`config.mk`:
```
export PLATFORM = sky130hd
export DESIGN_NAME = iic_burst_ctrl
export DESIGN_NICKNAME = d
export VERILOG_FILES = /design/src/rtl/iic_burst_ctrl_pkg.sv /design/src/rtl/iic_delay_cnt.sv /design/src/rtl/iic_burst_ctrl.sv
export SDC_FILE = /design/constraint.sdc
export NUM_CORES = 1
export LEC_CHECK = 0
export ABC_AREA = 1
export BUFFER_PORTS_ARGS = -buffer_cell sky130_fd_sc_hd__buf_2
export CAP_MARGIN = 30
export CORE_ASPECT_RATIO = 0.8
export CORE_MARGIN = 5
export CORE_UTILIZATION = 54
export DETAILED_ROUTE_END_ITERATION = 8
export PLACE_DENSITY = 0.79
export SLEW_MARGIN = 20
export SYNTH_ARGS = -nofsm -noshare
export SYNTH_HDL_FRONTEND = slang
export SYNTH_HIERARCHICAL = 1
export SYNTH_SLANG_ARGS = --single-unit
```
`constraint.sdc`:
```
create_clock -name CLK -period 2.3 [get_ports CLK]
set_clock_uncertainty 0.15 [all_clocks]
set_input_delay 0.115 -clock CLK [delete_from_list [all_inputs] [get_ports CLK]]
set_output_delay 0.115 -clock CLK [all_outputs]
set_load 0.1 [all_outputs]
```
`src/rtl/iic_burst_ctrl_pkg.sv`:
```
// Shared opcodes, burst limit and sequencer state encoding
// for the IIC burst controller.
package iic_burst_ctrl_pkg;

  localparam logic [1:0] IIC_OP_WR = 2'b01;
  localparam logic [1:0] IIC_OP_RD = 2'b10;
  localparam int IIC_MAX_BURST = 8;

  typedef enum logic [2:0] {
    S_IDLE,
    S_ISSUE,
    S_GAP,
    S_WR_WAIT,
    S_FINISH
  } state_t;

endpackage

```
`src/rtl/iic_delay_cnt.sv`:
```
// Generic cycle counter: cleared by load, advances while run,
// expired flags the N-th cycle of a run.
module iic_delay_cnt #(
  parameter int N = 2
) (
  input  logic CLK,
  input  logic RSTn,
  input  logic load,
  input  logic run,
  output logic expired
);

  localparam int CW = (N > 1) ? $clog2(N) : 1;

  logic [CW-1:0] cnt;

  assign expired = run && (cnt == CW'(N - 1));

  // count cycles of the current run, saturating at expiry
  always_ff @(posedge CLK or negedge RSTn) begin
    if (!RSTn) begin
      cnt <= '0;
    end else if (load) begin
      cnt <= '0;
    end else if (run && !expired) begin
      cnt <= cnt + 1'b1;
    end
  end

endmodule

```
`src/rtl/iic_burst_ctrl.sv`:
```
// Burst sequencer: splits an up-to-8-byte request into
// byte-wise iic_func_module operations.
module iic_burst_ctrl
  import iic_burst_ctrl_pkg::*;
#(
  parameter int LEN_W   = 4,
  parameter int WR_WAIT = 250000,
  parameter int TIMEOUT = 1000000
) (
  input  logic             CLK,
  input  logic             RSTn,
  input  logic [1:0]       Req_Sig,
  input  logic [7:0]       Base_Addr,
  input  logic [LEN_W-1:0] Len,
  input  logic             Load_En,
  input  logic [2:0]       Load_Idx,
  input  logic [7:0]       Load_Data,
  output logic             Busy,
  output logic             Done_Sig,
  output logic             Err,
  output logic             Rd_Valid,
  output logic [2:0]       Rd_Idx,
  output logic [7:0]       Rd_Data,
  output logic [1:0]       I_Start,
  output logic [7:0]       I_Addr,
  output logic [7:0]       I_WrData,
  input  logic [7:0]       I_RdData,
  input  logic             I_Done
);

  state_t state;
  state_t nxt;

  logic [1:0]       op_q;
  logic [7:0]       base_q;
  logic [3:0]       len_q;
  logic [3:0]       cnt_q;
  logic             abort_q;
  logic [7:0]       buf_q [IIC_MAX_BURST];
  logic [LEN_W-1:0] len_c;
  logic             accept;
  logic             in_issue;
  logic             in_wait;
  logic             to_exp;
  logic             ww_exp;

  assign len_c = (Len > LEN_W'(IIC_MAX_BURST))
               ? LEN_W'(IIC_MAX_BURST) : Len;

  assign accept = (state == S_IDLE)
               && ((Req_Sig == IIC_OP_WR)
               ||  (Req_Sig == IIC_OP_RD));

  assign in_issue = (state == S_ISSUE);
  assign in_wait  = (state == S_WR_WAIT);

  assign Busy     = (state != S_IDLE);
  assign I_Start  = in_issue ? op_q : 2'b00;
  assign I_Addr   = in_issue ? base_q + {4'b0, cnt_q} : 8'h00;
  assign I_WrData = in_issue ? buf_q[cnt_q[2:0]] : 8'h00;

  iic_delay_cnt #(.N(WR_WAIT)) u_wr_wait (
    .CLK     (CLK),
    .RSTn    (RSTn),
    .load    (!in_wait),
    .run     (in_wait),
    .expired (ww_exp)
  );

  iic_delay_cnt #(.N(TIMEOUT)) u_timeout (
    .CLK     (CLK),
    .RSTn    (RSTn),
    .load    (!in_issue),
    .run     (in_issue),
    .expired (to_exp)
  );

  // state register
  always_ff @(posedge CLK or negedge RSTn) begin
    if (!RSTn) begin
      state <= S_IDLE;
    end else begin
      state <= nxt;
    end
  end

  // next-state logic; I_Done wins over a same-cycle timeout
  always_comb begin
    nxt = state;
    unique case (state)
      S_IDLE: begin
        if (accept) begin
          nxt = (len_c == '0) ? S_FINISH : S_ISSUE;
        end
      end
      S_ISSUE: begin
        if (I_Done) begin
          nxt = (op_q == IIC_OP_RD) ? S_GAP : S_WR_WAIT;
        end else if (to_exp) begin
          nxt = S_FINISH;
        end
      end
      S_WR_WAIT: begin
        if (ww_exp) begin
          nxt = S_GAP;
        end
      end
      S_GAP: begin
        nxt = (cnt_q + 4'd1 == len_q) ? S_FINISH : S_ISSUE;
      end
      S_FINISH: begin
        nxt = S_IDLE;
      end
      default: begin
        nxt = S_IDLE;
      end
    endcase
  end

  // burst context, byte counter and abort flag
  always_ff @(posedge CLK or negedge RSTn) begin
    if (!RSTn) begin
      op_q    <= 2'b00;
      base_q  <= 8'h00;
      len_q   <= 4'd0;
      cnt_q   <= 4'd0;
      abort_q <= 1'b0;
    end else begin
      if (accept) begin
        op_q   <= Req_Sig;
        base_q <= Base_Addr;
        len_q  <= len_c[3:0];
        cnt_q  <= 4'd0;
      end
      if (state == S_GAP) begin
        cnt_q <= cnt_q + 4'd1;
      end
      if (in_issue && !I_Done && to_exp) begin
        abort_q <= 1'b1;
      end else if (state == S_FINISH) begin
        abort_q <= 1'b0;
      end
    end
  end

  // registered completion and read-byte pulses
  always_ff @(posedge CLK or negedge RSTn) begin
    if (!RSTn) begin
      Done_Sig <= 1'b0;
      Err      <= 1'b0;
      Rd_Valid <= 1'b0;
      Rd_Idx   <= 3'd0;
      Rd_Data  <= 8'h00;
    end else begin
      Done_Sig <= (state == S_FINISH);
      Err      <= (state == S_FINISH) && abort_q;
      Rd_Valid <= in_issue && I_Done && (op_q == IIC_OP_RD);
      if (in_issue && I_Done && (op_q == IIC_OP_RD)) begin
        Rd_Idx  <= cnt_q[2:0];
        Rd_Data <= I_RdData;
      end
    end
  end

  // write buffer, frozen while a burst runs
  always_ff @(posedge CLK or negedge RSTn) begin
    if (!RSTn) begin
      for (int i = 0; i < IIC_MAX_BURST; i++) begin
        buf_q[i] <= 8'h00;
      end
    end else if (Load_En && !Busy) begin
      buf_q[Load_Idx] <= Load_Data;
    end
  end

endmodule
```
**Word level (Yosys, flattened, before mapping)**

Index checks and enable logic that the tools add are counted.
W data, S select, Z words.

- Multiply operators: 0
- Shift operators: 0
- $lt $le $gt $ge: 4
- Equal/unequal tests: 15
- Div/mod/pow operators: 0
- Reduce and logical (&&, ||, !) cells: 23
- Mux-type cells: 26
- $add $sub $neg: 4
- Bitwise operators: 2

Operators with widths:

| operator | count |
|---|---|
| $bwmux W64 | 1 |
| $mux W20 | 2 |
| $mux W8 | 5 |
| $mux W18 | 2 |
| $bmux W8 S3 | 1 |
| $demux W8 S3 | 1 |
| $add A20 B1 Y20 const B | 1 |
| $eq A20 B20 Y1 const B | 1 |
| $add A18 B1 Y18 const B | 1 |
| $eq A18 B18 Y1 const B | 1 |
| $mux W3 | 6 |
| $logic_and A1 B1 Y1 | 12 |
| $mux W4 | 3 |
| $pmux W3 S4 | 1 |
| $add A8 B4 Y8 | 1 |
| $ge A4 B4 Y1 const B | 2 |
| $not A3 Y4 | 2 |
| $eq A3 B2 Y1 const B | 2 |
| $ne A2 B2 Y1 const B | 3 |
| $add A4 B1 Y4 const B | 1 |
| $eq A2 B2 Y1 const B | 2 |
| $eq A4 B4 Y1 | 1 |
| $gt A4 B4 Y1 const B | 1 |
| $logic_not A1 Y1 | 4 |
| other kinds (14) | 17 |

- Bits in writable memories: 0
- Logic and storage cells: 95
- Output and inout bits: 33
- Memories kept: 0
- Input bits: 37
- Bits in latches: 0
- Flip-flop bits (word level): 138
- Bits in read-only memories: 0

**Depth between registers and ports, before layout**

Gate-level depths: netlist (run 1).

- Depth after elaboration: 6
- Gate-level depth with buffers: 12
- Depth with buffers taken out: 12

**Modules after synthesis**

The synthesis (run 1) kept the hierarchy.

By module, submodules not included:

| module | area each (µm²) | instances | cells each | seq. area each (µm²) |
|---|---|---|---|---|
| iic_burst_ctrl | 5086.1 | 1 | 625 | 2502.4 |
| iic_delay_cnt (u_timeout) | 1421.4 | 1 | 207 | 500.5 |
| iic_delay_cnt (u_wr_wait) | 1202.4 | 1 | 178 | 450.4 |

**Least setup slack after synthesis (run 1)**

No wires, ideal clock.

- Path type: flip-flop to output port
- Start: register cnt_q[0]
- End: output port I_Addr[2]
- Path buffers: 0
- Cell stages (with the launch flop): 6
- Slack: -1.081 ns
- Arrival time: 3.116 ns
- Required time: 2.035 ns
- Path through: dfrtp_1 ha_1 fa_1 nand2_1 inv_1 nor3_1

- Word-level cells in the longest chain between the ends: 2

RTL lines:

| item | line | text |
|---|---|---|
| from (decl) | iic_burst_ctrl.sv:37 | `logic [3:0] cnt_q;` |
| from (signal assigned) | iic_burst_ctrl.sv:136 | `cnt_q <= cnt_q + 4'd1;` |
| $add A8 B4 Y8 | iic_burst_ctrl.sv:59 | `assign I_Addr = in_issue ? base_q + {4'b0, cnt_q} : 8'h00;` |
| $mux W8 | iic_burst_ctrl.sv:59 |  |
| to (decl) | iic_burst_ctrl.sv:25 | `output logic [7:0] I_Addr,` |

No other way between the ends.

**Worst setup path after layout (run 1)**

- Start: register cnt_q[0]
- End: output port I_Addr[4]

Same word-level chain as after synthesis.

==> impl_metrics.json, run 1 <==
{
  "p_sw_share_pct": 22.4,
  "synth.avg_cell_area_um2": 7.63,
  "synth_top_area_share_pct": 44.8,
  "rr_worst_depth": 6,
  "endpoint_kind": "output port",
  "rrSetupSlack_ps": 230,
  "synthArstFlopShare_pct": 100,
  "die_x_um": 144,
  "vias": 7341,
  "worst_ep_arrival_time_ps": 2190,
  "power.total_mw": 5.35,
  "ys_types": 42,
  "clkSinkCount": 138,
  "syn_area_um2": 7710,
  "ys.flop_type": "dfrtp_1",
  "maxSlewViolCount": 0,
  "dieArea_um2": 16800,
  "clkTransAtPathRegs_ps": 60,
  "port_buffers": 69,
  "placementRows": 39,
  "start_util_pct": 54.5,
  "reg2reg_to": "buf_q[47]",
  "setup_slack_ps": -157,
  "cts_max_level": 4,
  "routed_wl_um": 21500,
  "grt_pass1_wl_um": 34500,
  "antenna_found_initial": 0,
  "cts_buffer_depth": 2,
  "area_growth_pct": 30.4,
  "p_sw_mw": 1.20,
  "pre_cts_slack_ps": 106,
  "max-vdd-ir-drop_uv": 548,
  "synthCells": 1010,
  "crit_buf_inv": 3,
  "mostFrequentLayoutCells": "263 x nand2_1, 136 x dfrtp_1, 123 x inv_1",
  "rsz0062_at_grt": "true",
  "seq_area_frac_synth_pct": 44.8,
  "finalHoldViolCount": 0,
  "core_um2": 14200,
  "crit_type": "reg -> out",
  "max_cap_violations": 0,
  "antennaDiodeCount": 0,
  "ys_seq_elements": 138,
  "slew_headroom_pct": 66.4,
  "crit_fanout": 3,
  "clk_latency_ps": 420,
  "min_path_type": "in -> async",
  "crit_chain": "ha_4, fa_2, nand2_2, inv_2, o21ai_2, nand2_2, buf_4, a21oi_4, buf_12",
  "ant_nets": 0,
  "violations": "setup timing",
  "p_leak_nw": 4.81,
  "grt_pass1_vias": 6978,
  "layout_commonest_cell": "nand2_1",
  "slowest_delay_ps": 430,
  "synth_enable_flop_cells": 0,
  "ys_top_cells_by_area": "dfrtp_1 45%, nand2_1 13%, o21ai_0 6.9%",
  "drive_gt1_share_pct": 21.8,
  "synth_top_cell_by_area": "dfrtp_1",
  "cpMostUsedCell": "nand2_2",
  "fin_nets": 1180,
  "via_per_inst": 5.52,
  "regToRegStartpoint": "state[2]",
  "cp-start-kind": "register",
  "seqPwrFrac_pct": 46.1,
  "min_period_over_period_pct": 107,
  "cts_tree": "built",
  "crit_slowest_cell": "dfrtp_2",
  "drtPass1Iterations": 5,
  "postSynthNetCount": 1055,
  "grt_max_degree": 62,
  "crit_family": "adder cells",
  "n_fill_cell": 1033,
  "clkPwrFrac_pct": 48.4,
  "grt_overflow": 0,
  "internal-power_mw": 4.15,
  "pin_count": 70,
  "drc_errors": 0,
  "wl_per_cell_um": 16.1,
  "status": "finished, violations left",
  "cts_buffers": 17,
  "comb_power_share_pct": 5.5,
  "post-dp-hpwl_um": 13300,
  "setup_viol": 10,
  "period_needed_ps": 2460,
  "cts-root-buf": "clkbuf_16",
  "drt_iter0_markers": 845,
  "place.gp.congestion": 0.887,
  "fmax_ghz": 0.407,
  "worst_pin_slew_ps": 504,
  "power_per_cell_area_nw_per_um2": 532,
  "fp.dieH_um": 117,
  "track_usage_pct": 26.1,
  "synth_warnings": 6,
  "crit_required_ps": 2040
}
metrics by stage:
stage | cells | setup TNS (ps) | util, % | area (um2) | hold WS (ps)
floorplan | 1010 | -242 | - | 7870 | -331
global placement | 1247 | 0 | 61.3 | 8670 | -84.0
detailed placement | 1247 | 0 | 61.3 | 8670 | -85.2
CTS | 1325 | -298 | 70.0 | 9900 | 40.8
global route | 1329 | -1470 | 71.1 | 10100 | 78.3
finish | 1329 | -504 | 71.1 | 10100 | 23.1
how the worst max path moves through the flow:
stage                          from   endpoint  depth (start not counted)
after CTS                  cnt_q[0]  I_Addr[4]                          9
after detailed placement  base_q[0]  I_Addr[4]                          9
after global placement    base_q[0]  I_Addr[4]                          9
after floorplan            cnt_q[0]  I_Addr[2]                          5
final                      cnt_q[0]  I_Addr[4]                          9
after global routing       cnt_q[0]  I_Addr[6]                         11
layout make-up:
| class | count | area [um2] | area share (%) |
|---|---|---|---|
| tap | 184 | 230 | 2.29 |
| sequential | 138 | 3460 | 34.4 |
| timing repair buffer | 149 | 1430 | 14.2 |
| clock buffer | 22 | 484 | 4.81 |
| inverter | 136 | 528 | 5.25 |
| multi-input combinational | 693 | 3860 | 38.4 |
| clock inverter | 7 | 68.8 | 0.684 |
Yosys cell counts, types with 5 or more instances:
| library cell | count |
|---|---|
| nand3_1 | 64 |
| nor2_1 | 82 |
| nand2_4 | 5 |
| buf_1 | 6 |
| o21ai_0 | 106 |
| buf_2 | 10 |
| nand2_1 | 276 |
| clkbuf_1 | 13 |
| nand4_1 | 26 |
| dfrtp_1 | 138 |
| o21ai_2 | 8 |
| a21oi_1 | 41 |
| a31oi_1 | 8 |
| nor3_1 | 10 |
| inv_1 | 125 |
| buf_6 | 8 |
| ha_1 | 7 |
| nor4_4 | 8 |
| xor2_1 | 18 |
per-layer routing:
layer  GRT usage [%]  routed length [um]
met1            36.7                9480
met2            40.5                9880
met3            7.31                1820
met4            6.65                 286
met5               0                   0
cell families after synthesis:
kind of cell             after synthesis  share of synthesized area (%)
XOR/XNOR                              21                           2.39
flip-flops                           138                           44.8
AO/OA/AOI/OAI                        176                           12.2
buffers and inverters                179                           10.0
adder cells (fa/ha/maj)                8                           1.40
AND/OR/NAND/NOR                      488                           29.2
flip-flops by register name, summed over array words and instances, names as in the netlist:
| register | cells |
|---|---|
| op_q | 2 |
| state | 3 |
| Done_Sig | 1 |
| base_q | 8 |
| u_timeout/cnt | 20 |
| buf_q | 64 |
| Rd_Data | 8 |
| cnt_q | 4 |
| abort_q | 1 |
| Rd_Valid | 1 |
| len_q | 4 |
| Rd_Idx | 3 |
| Err | 1 |
| u_wr_wait/cnt | 18 |
power groups by stage:
stage / clock network [mW] / registers (mW) / logic, mW
after floorplan: 0 / 2.50 / 0.0934
after global placement: 0 / 2.50 / 0.206
after detailed placement: 0 / 2.50 / 0.210
after CTS: 2.61 / 2.46 / 0.281
after global routing: 2.72 / 2.47 / 0.327
final: 2.59 / 2.47 / 0.294
worst register-to-register path, cell delays in order, from the launching register on:
cell and delay [ps]:
dfrtp_1 430, nor3_4 420, nand2_4 240, nor4_4 380
buf_12 200, nand2_1 50, o21ai_0 100
what timing repair did:
action | 4_1_cts | 5_1_grt
hold endpoints to repair | 227 | 0
pin swaps | 20 | 24
gates resized for setup | 55 | 47
setup endpoints to repair | 13 | 24
cloned | 4 | 0
hold buffers | 32 | 0
buffers inserted | 13 | 6
Note: power is estimated with default switching activity, not from simulation.
==> inputs of run 2 (changes only) <==
ABC_AREA = 0   (was 1)
PLACE_DENSITY = 0.8   (was 0.79)
==> impl_metrics.json, run 2 <==
{
  "status": "finished, violations left",
  "violations": "setup timing",
  "core_um2": 12800,
  "postSynthNetCount": 621,
  "crit_slowest_cell": "dfrtp_1",
  "crit_type": "reg -> out",
  "slowest_delay_ps": 400,
  "seq_area_frac_synth_pct": 49.0,
  "synthCells": 576,
  "clkPwrFrac_pct": 22.2,
  "min_period_over_period_pct": 108,
  "die_x_um": 138,
  "power_per_cell_area_nw_per_um2": 1480,
  "crit_chain": "ha_1, a21o_1, a21oi_4, or3_4, a21oi_4, buf_12",
  "synth_common_cells": "138 x dfrtp_1, 83 x mux2_2, 49 x nor2_1, 29 x nand2_1",
  "mostFrequentLayoutCells": "136 x dfrtp_1, 83 x mux2_2, 50 x buf_2",
  "cts-root-buf": "clkbuf_16",
  "drive_gt1_share_pct": 43.2,
  "rr_worst_depth": 11,
  "synth_top_cell_by_area": "dfrtp_1",
  "wl_per_cell_um": 20.2,
  "post-dp-hpwl_um": 11300,
  "clk_latency_ps": 430,
  "cts_buffer_depth": 2,
  "crit_required_ps": 2040,
  "post-route-util_pct": 73.5,
  "seqPwrFrac_pct": 26.9,
  "port_buffers": 69,
  "cp-start-kind": "register",
  "internal-power_mw": 8.11,
  "cts_tree": "built",
  "finalHoldViolCount": 0,
  "clkSinkCount": 138,
  "cts_buffers": 17,
  "setup_slack_ps": -190,
  "grt_pass1_vias": 5670,
  "routed_wl_um": 18500,
  "ys_top_cells_by_area": "dfrtp_1 49%, mux2_2 13%, mux4_2 5.1%",
  "regMostFlops": "buf_q",
  "drtPass1Iterations": 6,
  "vias": 5288,
  "met1_usage_pct": 32.3,
  "worst_pin_slew_ps": 567,
  "clkTransAtPathRegs_ps": 60,
  "area_growth_pct": 33.9,
  "met3_usage_pct": 6.18,
  "cts_max_level": 4,
  "synth_enable_flop_cells": 0,
  "cp.depth": 6,
  "dieArea_um2": 15400,
  "finish.instance_area_um2": 9430,
  "top_usage_layer": "met2",
  "synth.most_common_cell": "dfrtp_1",
  "pre_cts_slack_ps": -12.9,
  "synth.avg_cell_area_um2": 12.2,
  "maxSlewViolCount": 0,
  "dpl_cell_area_um2": 8130,
  "placementRows": 37,
  "finalHoldWorstSlack_ps": 83.5,
  "p_leak_nw": 4.16,
  "drc_errors": 0,
  "fin_tns_setup_ps": -791,
  "pin_count": 70,
  "crit_fanout": 3,
  "period_needed_ps": 2490,
  "rsz0062_at_grt": "true",
  "finalNonFillerCells": 914,
  "fp.dieH_um": 112,
  "ys.flop_type": "dfrtp_1",
  "grt_pass1_wl_um": 29400,
  "fin_nets": 770,
  "grt_max_degree": 65,
  "p_sw_mw": 5.82,
  "ant_nets": 0,
  "place.gp.congestion": 0.894,
  "cpMostUsedCell": "a21oi_4",
  "max_cap_violations": 0,
  "synthArstFlopShare_pct": 100,
  "start_util_pct": 54.9,
  "comb_power_share_pct": 50.9,
  "p_sw_share_pct": 41.8,
  "min_path_type": "in -> async",
  "worst_ep_arrival_time_ps": 2220,
  "layout_commonest_cell": "dfrtp_1",
  "fmax_ghz": 0.402,
  "setup_viol": 9,
  "slew_headroom_pct": 62.2,
  "power.total_mw": 13.9,
  "largest_reg_flops": 64,
  "synth_top_area_share_pct": 49.0,
  "synth_warnings": 6,
  "via_per_inst": 5.79,
  "ys_seq_elements": 138,
  "gr-usage-met2_pct": 39.7,
  "track_usage_pct": 24.5,
  "reg_top3": "buf_q (64), u_timeout/cnt (20), u_wr_wait/cnt (18)",
  "antenna_found_initial": 1,
  "crit_buf_inv": 1,
  "drt_iter0_markers": 498,
  "ys_types": 68,
  "crit_family": "compound AO/OA/AOI/OAI gates",
  "endpoint_kind": "output port",
  "dpl.cell_count": 830,
  "grt_overflow": 0,
  "max-vdd-ir-drop_uv": 1210,
  "syn_area_um2": 7050
}
run 2: kinds of logic (layout without fill, tap and decap cells):
kind of cell	after synthesis	in the layout	share of synthesized area, %
multiplexers	119	119	21.7
AO/OA/AOI/OAI	50	50	4.62
other	0	1	0
buffers and inverters	37	199	2.29
AND/OR/NAND/NOR	194	194	16.7
XOR/XNOR	30	30	4.14
flip-flops	138	138	49.0
adder cells (fa/ha/maj)	8	8	1.53
run 2: path summary, 6_finish.rpt:
check                             from           endpoint  slack, ps
hold reg to reg                abort_q                Err        340
min in group CLK           Load_Idx[1]          buf_q[30]        220
hold / removal                    RSTn          base_q[0]         80
setup / recovery             base_q[2]          I_Addr[6]       -190
setup reg to reg              state[2]  u_timeout/cnt[19]         40
max in group asynchronous         RSTn          buf_q[21]       1200
run 2: worst register-to-register path, stage by stage, from the launching register on:
cell     delay (ps)
dfrtp_1         400
buf_6           150
nor3b_4         260
buf_12          140
buf_4           140
buf_6           120
nand4_1         150
nor4_2          190
buf_4           160
nand3_1          80
xor2_1          150
nor2_1           50
run 2: layout make-up:
cell class	count	area (um2)
timing repair buffer	155	1460
sequential	138	3460
antenna	1	2.50
inverter	12	45.0
multi-input combinational	401	3580
clock buffer	22	484
tap	175	219
clock inverter	10	188
fill	760	3390
run 2: power groups by stage:
stage	Sequential, mW	Combinational [mW]	Clock [mW]
2_1_floorplan	4.14	4.06	0
3_3_place_gp	3.63	6.33	0
3_5_place_dp	3.71	6.47	0
4_1_cts	3.70	6.92	3.11
5_1_grt	3.81	7.45	3.24
6_report	3.74	7.08	3.10
run 2: metal layers:
metal	part of all wire (%)	routed length [um]	up-vias
met5	0	0	-
met4	2.2	409	0
met3	6.4	1180	35
met2	50	9240	195
met1	41	7670	2673
li1	-	-	2385
run 2: repair_timing:
action / CTS / global route
hold endpoints to repair: 163 / 0
hold buffers: 36 / 0
setup endpoints to repair: 21 / 30
resized for setup: 21 / 13
pin swaps: 3 / 3
buffers inserted: 6 / 7
cloned: 2 / 0
